**src/rtl/mul_arb_pkg.sv**
```systemverilog
// mul_arb_pkg: shared defaults, buffering depths and saturation limits for the multiplier arbiter.
package mul_arb_pkg;
    localparam int DEF_WIDTH     = 14;
    localparam int DEF_FRAC_BITS = 7;
    localparam int FIFO_DEPTH    = 4;
    localparam int PIPE_DEPTH    = 2;

    function automatic int sat_max(input int w);
        return (1 << (w - 1)) - 1;
    endfunction

    function automatic int sat_min(input int w);
        return -(1 << (w - 1));
    endfunction
endpackage

```
**src/rtl/fxp_mul_core.sv**
```systemverilog
// fxp_mul_core: registered signed fixed-point multiply with round-to-nearest-even and saturation.
// MUL_ARB_SAT_FLAG_EN adds the o_sat clamp indicator.
module fxp_mul_core
    import mul_arb_pkg::*;
#(
    parameter int WIDTH     = DEF_WIDTH,
    parameter int FRAC_BITS = DEF_FRAC_BITS,
    parameter int ID_W      = 2
) (
    input  logic                    clk,
    input  logic                    rst,
    input  logic                    i_valid,
    input  logic signed [WIDTH-1:0] i_a,
    input  logic signed [WIDTH-1:0] i_b,
    input  logic [ID_W-1:0]         i_id,
    output logic                    o_valid,
    output logic [WIDTH-1:0]        o_data,
`ifdef MUL_ARB_SAT_FLAG_EN
    output logic                    o_sat,
`endif
    output logic [ID_W-1:0]         o_id
);
    localparam int PW = 2 * WIDTH;
    localparam logic signed [PW-1:0] P_MAX = PW'(sat_max(WIDTH));
    localparam logic signed [PW-1:0] P_MIN = PW'(sat_min(WIDTH));
    localparam logic [FRAC_BITS-1:0] HALF  = FRAC_BITS'(1 << (FRAC_BITS - 1));

    logic signed [PW-1:0] w_prod, w_q, w_r;
    logic [FRAC_BITS-1:0] w_drop;
    logic                 w_up, w_hi, w_lo;
    logic [WIDTH-1:0]     w_res;

    assign w_prod = PW'(i_a) * PW'(i_b);
    assign w_q    = w_prod >>> FRAC_BITS;
    assign w_drop = w_prod[FRAC_BITS-1:0];
    // ties go up only when the truncated value is odd
    assign w_up   = (w_drop > HALF) || (w_drop == HALF && w_q[0]);
    assign w_r    = w_q + PW'(w_up);
    assign w_hi   = w_r > P_MAX;
    assign w_lo   = w_r < P_MIN;
    assign w_res  = w_hi ? WIDTH'(P_MAX) : w_lo ? WIDTH'(P_MIN) : w_r[WIDTH-1:0];

    logic             r_valid;
    logic [WIDTH-1:0] r_data;
    logic [ID_W-1:0]  r_id;
`ifdef MUL_ARB_SAT_FLAG_EN
    logic             r_sat;
    assign o_sat = r_sat;
`endif

    always_ff @(posedge clk) begin
        if (rst) begin
            r_valid <= 1'b0;
        end else begin
            r_valid <= i_valid;
            if (i_valid) begin
                r_data <= w_res;
                r_id   <= i_id;
`ifdef MUL_ARB_SAT_FLAG_EN
                r_sat  <= w_hi | w_lo;
`endif
            end
        end
    end

    assign o_valid = r_valid;
    assign o_data  = r_data;
    assign o_id    = r_id;
endmodule

```
**src/rtl/mul_share_arbiter.sv**
```systemverilog
// mul_share_arbiter: round-robin sharing of one fixed-point multiplier with credit-based 4-deep result FIFO.
// MUL_ARB_SAT_FLAG_EN adds rsp_sat, carried through the FIFO with each result.
module mul_share_arbiter
    import mul_arb_pkg::*;
#(
    parameter int NUM_REQ   = 4,
    parameter int WIDTH     = DEF_WIDTH,
    parameter int FRAC_BITS = DEF_FRAC_BITS,
    localparam int ID_W     = ($clog2(NUM_REQ) < 1) ? 1 : $clog2(NUM_REQ)
) (
    input  logic                       clk,
    input  logic                       rst,
    input  logic [NUM_REQ-1:0]         req_valid,
    input  logic [NUM_REQ*WIDTH-1:0]   req_a,
    input  logic [NUM_REQ*WIDTH-1:0]   req_b,
    output logic [NUM_REQ-1:0]         req_ready,
    output logic                       rsp_valid,
    input  logic                       rsp_ready,
    output logic [WIDTH-1:0]           rsp_data,
    output logic [ID_W-1:0]            rsp_id,
`ifdef MUL_ARB_SAT_FLAG_EN
    output logic                       rsp_sat,
`endif
    output logic                       busy
);
    localparam int CNT_W = $clog2(FIFO_DEPTH + 1);
    localparam int PTR_W = $clog2(FIFO_DEPTH);

    logic [ID_W-1:0]    r_ptr, w_gidx;
    logic               w_found, w_credit, w_xfer, w_pop;
    logic [NUM_REQ-1:0] w_grant;
    logic [CNT_W:0]     w_used;

    always_comb begin
        w_found = 1'b0;
        w_gidx  = '0;
        for (int k = 0; k < NUM_REQ; k++) begin
            if (!w_found && req_valid[(int'(r_ptr) + k) % NUM_REQ]) begin
                w_found = 1'b1;
                w_gidx  = ID_W'((int'(r_ptr) + k) % NUM_REQ);
            end
        end
    end

    logic                    r_iss_v;
    logic [WIDTH-1:0]        r_iss_a, r_iss_b;
    logic [ID_W-1:0]         r_iss_id;
    logic                    w_core_v;
    logic [WIDTH-1:0]        w_core_data;
    logic [ID_W-1:0]         w_core_id;
    logic [CNT_W-1:0]        r_count;
    logic [PTR_W-1:0]        r_wr, r_rd;
    logic [WIDTH-1:0]        r_mem_data [FIFO_DEPTH];
    logic [ID_W-1:0]         r_mem_id   [FIFO_DEPTH];

    // buffered plus in-flight results must always fit in the FIFO
    assign w_used    = {1'b0, r_count} + (CNT_W+1)'(r_iss_v) + (CNT_W+1)'(w_core_v);
    assign w_credit  = w_used < (CNT_W+1)'(FIFO_DEPTH);
    assign w_grant   = NUM_REQ'(w_found) << w_gidx;
    assign req_ready = w_credit ? w_grant : '0;
    assign w_xfer    = |req_ready;
    assign w_pop     = rsp_valid & rsp_ready;

`ifdef MUL_ARB_SAT_FLAG_EN
    logic w_core_sat;
    logic r_mem_sat [FIFO_DEPTH];
`endif

    fxp_mul_core #(.WIDTH(WIDTH), .FRAC_BITS(FRAC_BITS), .ID_W(ID_W)) u_core (
        .clk     (clk),
        .rst     (rst),
        .i_valid (r_iss_v),
        .i_a     (r_iss_a),
        .i_b     (r_iss_b),
        .i_id    (r_iss_id),
        .o_valid (w_core_v),
        .o_data  (w_core_data),
`ifdef MUL_ARB_SAT_FLAG_EN
        .o_sat   (w_core_sat),
`endif
        .o_id    (w_core_id)
    );

    always_ff @(posedge clk) begin
        if (rst) begin
            r_ptr   <= '0;
            r_iss_v <= 1'b0;
            r_wr    <= '0;
            r_rd    <= '0;
            r_count <= '0;
        end else begin
            r_iss_v <= w_xfer;
            if (w_xfer) begin
                r_ptr    <= ID_W'((int'(w_gidx) + 1) % NUM_REQ);
                r_iss_a  <= req_a[w_gidx*WIDTH +: WIDTH];
                r_iss_b  <= req_b[w_gidx*WIDTH +: WIDTH];
                r_iss_id <= w_gidx;
            end
            if (w_core_v) begin
                r_mem_data[r_wr] <= w_core_data;
                r_mem_id[r_wr]   <= w_core_id;
`ifdef MUL_ARB_SAT_FLAG_EN
                r_mem_sat[r_wr]  <= w_core_sat;
`endif
                r_wr <= r_wr + PTR_W'(1);
            end
            if (w_pop) r_rd <= r_rd + PTR_W'(1);
            r_count <= r_count + CNT_W'(w_core_v) - CNT_W'(w_pop);
        end
    end

    assign rsp_valid = r_count != '0;
    assign rsp_data  = rsp_valid ? r_mem_data[r_rd] : '0;
    assign rsp_id    = rsp_valid ? r_mem_id[r_rd] : '0;
`ifdef MUL_ARB_SAT_FLAG_EN
    assign rsp_sat   = rsp_valid & r_mem_sat[r_rd];
`endif
    assign busy      = r_iss_v | w_core_v | rsp_valid;
endmodule
```
**config.mk**
```make
export PLATFORM = sky130hd
export DESIGN_NAME = mul_share_arbiter
export DESIGN_NICKNAME = d
export VERILOG_FILES = /design/src/rtl/mul_arb_pkg.sv /design/src/rtl/fxp_mul_core.sv /design/src/rtl/mul_share_arbiter.sv
export SDC_FILE = /design/constraint.sdc
export NUM_CORES = 1
export LEC_CHECK = 0
export ABC_AREA = 1
export CAP_MARGIN = 20
export CORE_MARGIN = 3
export CORE_UTILIZATION = 60
export DETAILED_ROUTE_END_ITERATION = 8
export GPL_ROUTABILITY_DRIVEN = 0
export GPL_TIMING_DRIVEN = 0
export PLACE_DENSITY_LB_ADDON = 0.25
export SETUP_SLACK_MARGIN = 0.05
export SYNTH_ARGS = -nofsm -noshare
export SYNTH_HDL_FRONTEND = slang
export SYNTH_SLANG_ARGS = --single-unit
```
**constraint.sdc**
```tcl
create_clock -name clk -period 8 [get_ports clk]
set_clock_uncertainty 0.05 [all_clocks]
set_input_delay 1.2 -clock clk [delete_from_list [all_inputs] [get_ports clk]]
set_output_delay 1.2 -clock clk [all_outputs]
set_load 0.05 [all_outputs]
```
Yosys cells after proc, flatten, opt, wreduce, memory -nomap -nowiden
Memory sizes are Yosys's and may differ from the RTL's. A register that Yosys moved wholly into a read port is not among the register bits.
Cells that the tools add are included.
Widths: inputs -> output; s select.
{"block": "totals", "latch_bits": 0, "ramBits": 64, "rom_bits": 0, "register_bits": 57, "output_inout_bits": 22, "elab_cells": 90, "memories": 2}
{"block": "classes", "n_lt_le_gt_ge": 8, "shift": 3, "eq_ne": 1, "n_div": 0, "n_reduce_logical": 15, "muxes": 30, "add_sub_neg": 11, "n_bitwise": 7, "n_mul": 2}
{"memory": "r_mem_data", "depth": 4, "word_bits": 14, "rd": 1, "rd_ports_with_merged_regs": 1, "wr": 1, "line_no": "mul_share_arbiter.sv:53", "text": "logic [WIDTH-1:0] r_mem_data [FIFO_DEPTH];"}
{"memory": "r_mem_id", "depth": 4, "word_bits": 2, "rd": 1, "rd_ports_with_merged_regs": 1, "wr": 1, "line_no": "mul_share_arbiter.sv:54", "text": "logic [ID_W-1:0] r_mem_id [FIFO_DEPTH];"}
{"operator": "$shiftx 56x7->14", "n": 2}
{"operator": "$gt 28x14->1 const B", "n": 1}
{"operator": "$lt 28x14->1 const B", "n": 1}
{"operator": "$mul 14x14->28", "n": 1}
{"operator": "$mux 14", "n": 2}
{"operator": "$add 21x2->22", "n": 1}
{"operator": "$mux 2", "n": 9}
{"operator": "$mux 1", "n": 14}
{"operator": "$lt 3x4->1 const B", "n": 3}
{"operator": "$add 2x1->2 const B", "n": 4}
{"operator": "$bmux 1 s2", "n": 4}
{"operator": "$eq 7x7->1 const B", "n": 1}
{"operator": "$gt 7x7->1 const B", "n": 1}
{"operator": "$reduce_or 2->1", "n": 3}
{"operator": "$mul 2x3->5 const B", "n": 1}
{"operator": "$add 2x2->2 const B", "n": 2}
{"operator": "$add 3x1->4", "n": 1}
{"operator": "$add 4x1->4", "n": 1}
{"operator": "$logic_and 1x1->1", "n": 4}
{"operator": "$lt 4x3->1 const B", "n": 1}
{"operator": "$mux 4", "n": 1}
{"operator": "$reduce_and 2->1", "n": 2}
{"operator": "$reduce_or 4->1", "n": 1}
{"operator": "$shl 1x2->4", "n": 1}
{"operator": "other kinds (10)", "n": 15}

Longest topological paths before layout
{"block": "depth", "depth_word": 18, "ltp_mapped": 40, "ltp_nobuf": 38}

Hierarchy
Synthesis repeated with hierarchy kept, for this count alone.
{"block": "hier_totals", "hier_cells": 2060, "area_unflattened_um2": 15586.2}
{"module": "fxp_mul_core", "cells_each": 1452, "area_per_inst_um2": 10159.7, "instances": 1}
{"module": "mul_share_arbiter", "cells_each": 608, "area_per_inst_um2": 5426.5, "instances": 1}

Worst setup path before layout
No wires, ideal clock.
{"block": "synth_path", "path_kind": "register -> register", "from": "register r_iss_a[13]", "to": "register u_core.r_data[0], in the netlist u_core.o_data[0] (data pin)", "setup_slack_ps": 1365, "t_required_ps": 7698, "arrival_time_ps": 6333, "n_path_buf": 2, "setup_ps": 252, "synth_period_minus_slack_ps": 6635, "stages_incl_launch_ff": 36, "cell_sequence": "edfxtp_1 > clkbuf_1 > nand2_1 > inv_1 > fa_1 > inv_1 > fa_1 > inv_1 > fa_1 > fa_1 > fa_1 > inv_1 > fa_1 > inv_1 > ha_1 > nand2_1 > inv_2 > nand2_1 > inv_1 > a21oi_1 > nand2_1 > nand2_1 > nand2_1 > nor2_1 > nand2_1 > nor2_2 > nand2_1 > nand2_1 > nand2_1 > nor2_1 > nand2_1 > nor2_1 > nand3_1 > nand2_2 > buf_6 > nand2_1"}
{"block": "synth_via", "elab_chain_cells": 4}
{"element": "start: declaration", "line_no": "mul_share_arbiter.sv:46", "text": "logic [WIDTH-1:0] r_iss_a, r_iss_b;"}
{"element": "start signal: assignment", "line_no": "mul_share_arbiter.sv:95", "text": "r_iss_a <= req_a[w_gidx*WIDTH +: WIDTH];"}
{"element": "$mul 14x14->28 *", "line_no": "fxp_mul_core.sv:33", "text": "assign w_prod = PW'(i_a) * PW'(i_b);"}
{"element": "$add 21x2->22 *", "line_no": "fxp_mul_core.sv:38", "text": "assign w_r = w_q + PW'(w_up);"}
{"element": "$lt 28x14->1", "line_no": "fxp_mul_core.sv:40", "text": "assign w_lo = w_r < P_MIN;"}
{"element": "$mux 14", "line_no": "fxp_mul_core.sv:41", "text": "assign w_res = w_hi ? WIDTH'(P_MAX) : w_lo ? WIDTH'(P_MIN) : w_r[WIDTH-1:0];"}
{"element": "end signal: assignment", "line_no": "fxp_mul_core.sv:57", "text": "r_data <= w_res;"}
{"element": "end: declaration", "line_no": "fxp_mul_core.sv:44", "text": "logic [WIDTH-1:0] r_data;"}
Mark *: on every way between the ends. The rest lies on a longest branch, timed or not.
A chain may end at the register's enable or synchronous reset.

Worst setup path after layout
{"block": "layout_path", "from": "register r_iss_b[3]", "to": "register u_core.r_data[0], in the netlist u_core.o_data[0] (data pin)"}
{"block": "layout_via", "elab_chain_cells": 7}
{"element": "start: declaration", "line_no": "mul_share_arbiter.sv:46"}
{"element": "start signal: assignment", "line_no": "mul_share_arbiter.sv:96", "text": "r_iss_b <= req_b[w_gidx*WIDTH +: WIDTH];"}
{"element": "$mul 14x14->28 *", "line_no": "fxp_mul_core.sv:33"}
{"element": "parallel branches: the longest is 3 deep, another holds $gt 7x7->1"}
{"element": "$add 21x2->22 *", "line_no": "fxp_mul_core.sv:38"}
{"element": "$lt 28x14->1", "line_no": "fxp_mul_core.sv:40"}
{"element": "$mux 14", "line_no": "fxp_mul_core.sv:41"}
Mark *: on every way between the ends.

==> out/results.txt <==
In the layout the commonest cells are 475 x inv_1, 465 x nand2_1, 196 x fa_1. The clock passes through at most 2 buffers. The slowest stage of the critical path belongs to the cell fa_1.

The wire-length estimate of the detail-placed layout is 31,520 um. The tools report the synthesized instance count as 1,909. The run gives 2,300 as the post-synth net total. The average wire length per cell after detail routing is 16.07 um, and the worst slew margin relative to its limit is 36.96%. STA puts the critical path data arrival time at 7640 ps.

The filler cells instantiated in the layout total 1,815. CTS saw 123 sinks. The setup path with the least slack is of type register to register. The logs give 141 for the top-level I/O count and 23 for the maximum number of pins on one net before global-route repair. The final layout contains routed wiring with a total length of 38,630 um.

Detailed routing inserted a total of 12.84k vias. The total congestion overflow was 0; the post-CTS clock slew at the launch and capture registers of the worst setup and hold paths was 60 ps. The fraction of synthesized cell area in xor and xnor cells was 1.878%; the slew at the pin with the worst max-slew slack was 944.6 ps. Summing all multi-input logic gate instances after layout gives 0.009236 sq mm. For the total number of yosys warnings, the log shows 0. The worst hold path belongs to the class register to register. Synthesis inferred 123 register bits. The initial utilization of the core area, before any placement, comes to 62.18%.

Routed signal wires occupy layers up through met4. The achievable clock frequency was 0.1326 GHz; the max-slew violation count was 0. The netlist uses 40 different library cells. After detailed routing, the wire length on met1 is 14,480 um.

The first global-routing pass estimated 63,540 um of wire. Summing the areas of all and, or, nand and nor instances in the mapped netlist gives 21.04% of the synthesized area. Relative to the synthesized area, the layout overhead comes to 16.42%.

The fraction of final layout cells with drive strength greater than 1 works out to 4.748%. TritonCTS built the clock tree. The initial antenna violation count is 0.

After routing the design area is 0.01729 sq mm. In this run the remaining antenna-violating nets after routing total 0. Setup repair after global routing left no endpoint under its margin. The flow ran to the end, and the final reports show no timing, DRC or antenna violations. The endpoint type of the worst setup path is a register. For this run, the slowest stage of the critical path takes 580 ps. The via count of the first global-routing pass came out at 13.16k.

After detailed routing, the number of remaining DRC violations is 0. In this design, the largest share of critical-path delay is due to adder cells. Summing the areas of all fa, ha and maj instances in the mapped netlist gives 32.81% of the synthesized area. In the detailed route, the total length drawn on met3 is 2721 um. The die extent in y works out to 163.4 um. The die is 163.4 um wide. In the routed layout, each cell is associated on average with a via count of 5.342. The count of buffer and inverter cells on the critical path is 10. For the post-synthesis instance area, the log shows 0.01486 sq mm. After detailed routing, the met2 layer carries 19,910 um of wire.

The run gives 420 ps as the latest clock arrival within the worst-skew pair. Summing the areas of all compound-gate instances in the mapped netlist gives 6.123% of the synthesized area. The maximum fanout encountered on the critical timing path works out to 10. In this run the mean area of a mapped cell was 7.782 sq um. The worst setup path is launched from a register. After synthesis, flip-flops and latches occupy 23.99% of the total area.

The count of final setup violators was 0; the post-route setup TNS was 0 ps. For the critical path required time, the log shows 8100 ps. After the first detailed-routing iteration, the DRC count stood at 1,293.

The clock period minus final worst setup slack is 7539 ps, and the CTS H-tree depth is 4. The cell at the root of the clock tree is clkbuf_16. The final number of hold-violating endpoints is 0. The largest family of logic cells by synthesized area is adder cells. Row generation in the floorplan step produced 56 rows.

The count of buffers added on input and output ports is 139. The logs give 0.003563 sq mm for the sequential cell area in the final layout and 2,463 for the number of nets in the layout. The tools report the number of CTS-inserted buffers as 17. The portion of the clock cycle consumed by the worst path in the final layout is 94.24%, and the global-route usage over all layers is 30.33%.

The die outline area is 0.02668 sq mm, and the max-cap check violation count is 0. The post-placement cell area was 0.01670 sq mm; the count of TritonRoute iterations in the first routing pass was 6. Leaving out fill and tap cells, the most frequent cell in the layout is inv_1. Multiplexer share of the synthesized area: 0.2695%. Floorplan core area: 0.02389 sq mm. 0 antenna diodes ended up in the layout.
## cell families after synthesis
group	count (synthesis)
xor+xnor	31
simple gates	768
flops	123
buf+inv	542
compound gates	169
mux	4
fa+ha+maj	272
## what timing repair did
action                                  in CTS  in global routing
hold buffers                                 0                  0
resized for setup                            0                 22
setup buffers                                0                  1
endpoints found under the setup margin       0                 13
## cell type report
class	count	share of cell area (%)
Multi-Input combinational cell	1244	53.41
Sequential cell	123	20.60
Inverter	481	10.46
Timing Repair Buffer	145	8.450
Clock buffer	18	2.605
Tap cell	319	2.308
Buffer	60	1.541
Clock inverter	14	0.6222
## synthesized netlist by cell type (all sizes together)
| master | n | area, sq um |
|---|---|---|
| a21oi | 47 | 235.2 |
| xor2 | 21 | 191.4 |
| or2 | 9 | 56.31 |
| inv | 480 | 1802 |
| buf | 14 | 81.32 |
| a41oi | 1 | 8.760 |
| nand4 | 27 | 168.9 |
| nand2 | 472 | 1789 |
| dfxtp | 13 | 260.3 |
| o22ai | 23 | 143.9 |
| a32oi | 5 | 43.79 |
| a2111oi | 1 | 8.760 |
| o21ai | 90 | 454.2 |
| fa | 196 | 3924 |
| and2 | 2 | 15.02 |
| o211ai | 1 | 7.510 |
| clkbuf | 47 | 176.4 |
| nor3 | 6 | 41.29 |
| xnor2 | 10 | 87.58 |
| mux2i | 4 | 40.04 |
| a21o | 1 | 7.510 |
| nand3 | 47 | 252.8 |
| nor2 | 205 | 802.0 |
| edfxtp | 110 | 3303 |
| ha | 76 | 950.9 |
| clkinv | 1 | 3.750 |
## final timing paths
kind / startpoint / end / slack, ps / depth (start not counted)
worst max-delay path: r_iss_b[3] / u_core.o_data[0] / 460 / 33
worst max register to register: r_iss_b[3] / u_core.o_data[0] / 460 / 33
worst min-delay path: r_iss_id[1] / u_core.o_id[1] / 380 / 0
worst min register to register: r_iss_id[1] / u_core.o_id[1] / 380 / 0
## metrics by stage
| step | std cells | util, % | hold slack (ps) | worst slack (ps) |
|---|---|---|---|---|
| after floorplan | 1909 | - | 350.3 | 1365 |
| after global placement | 2367 | 69.67 | 355.7 | 506.9 |
| after detailed placement | 2372 | 69.91 | 361.5 | 392.3 |
| after CTS | 2404 | 72.25 | 381.6 | 339.0 |
| after global routing | 2404 | 72.38 | 392.4 | 36.82 |
| final | 2404 | 72.38 | 377.5 | 460.7 |
## per-layer routing
metal  vias to the layer above  track usage [%]
met5                         -                0
met4                         0            11.84
met3                       108            3.043
met2                       542            54.85
met1                      6142            37.47
li1                       6051                -
## sequential cells by signal, summed over array words and instances (netlist names), named ones only
name and cells:
r_iss_a 14, r_mem_data 56, r_count 3, u_core.o_valid 1, u_core.o_data 14, r_mem_id 8, r_iss_v 1, r_iss_id 2
r_rd 2, u_core.o_id 2, r_ptr 2, r_iss_b 14, r_wr 2
Power is left out: the tool's default activity adds up to more than one toggle a clock period on the data nets, which glitch-free logic cannot reach.
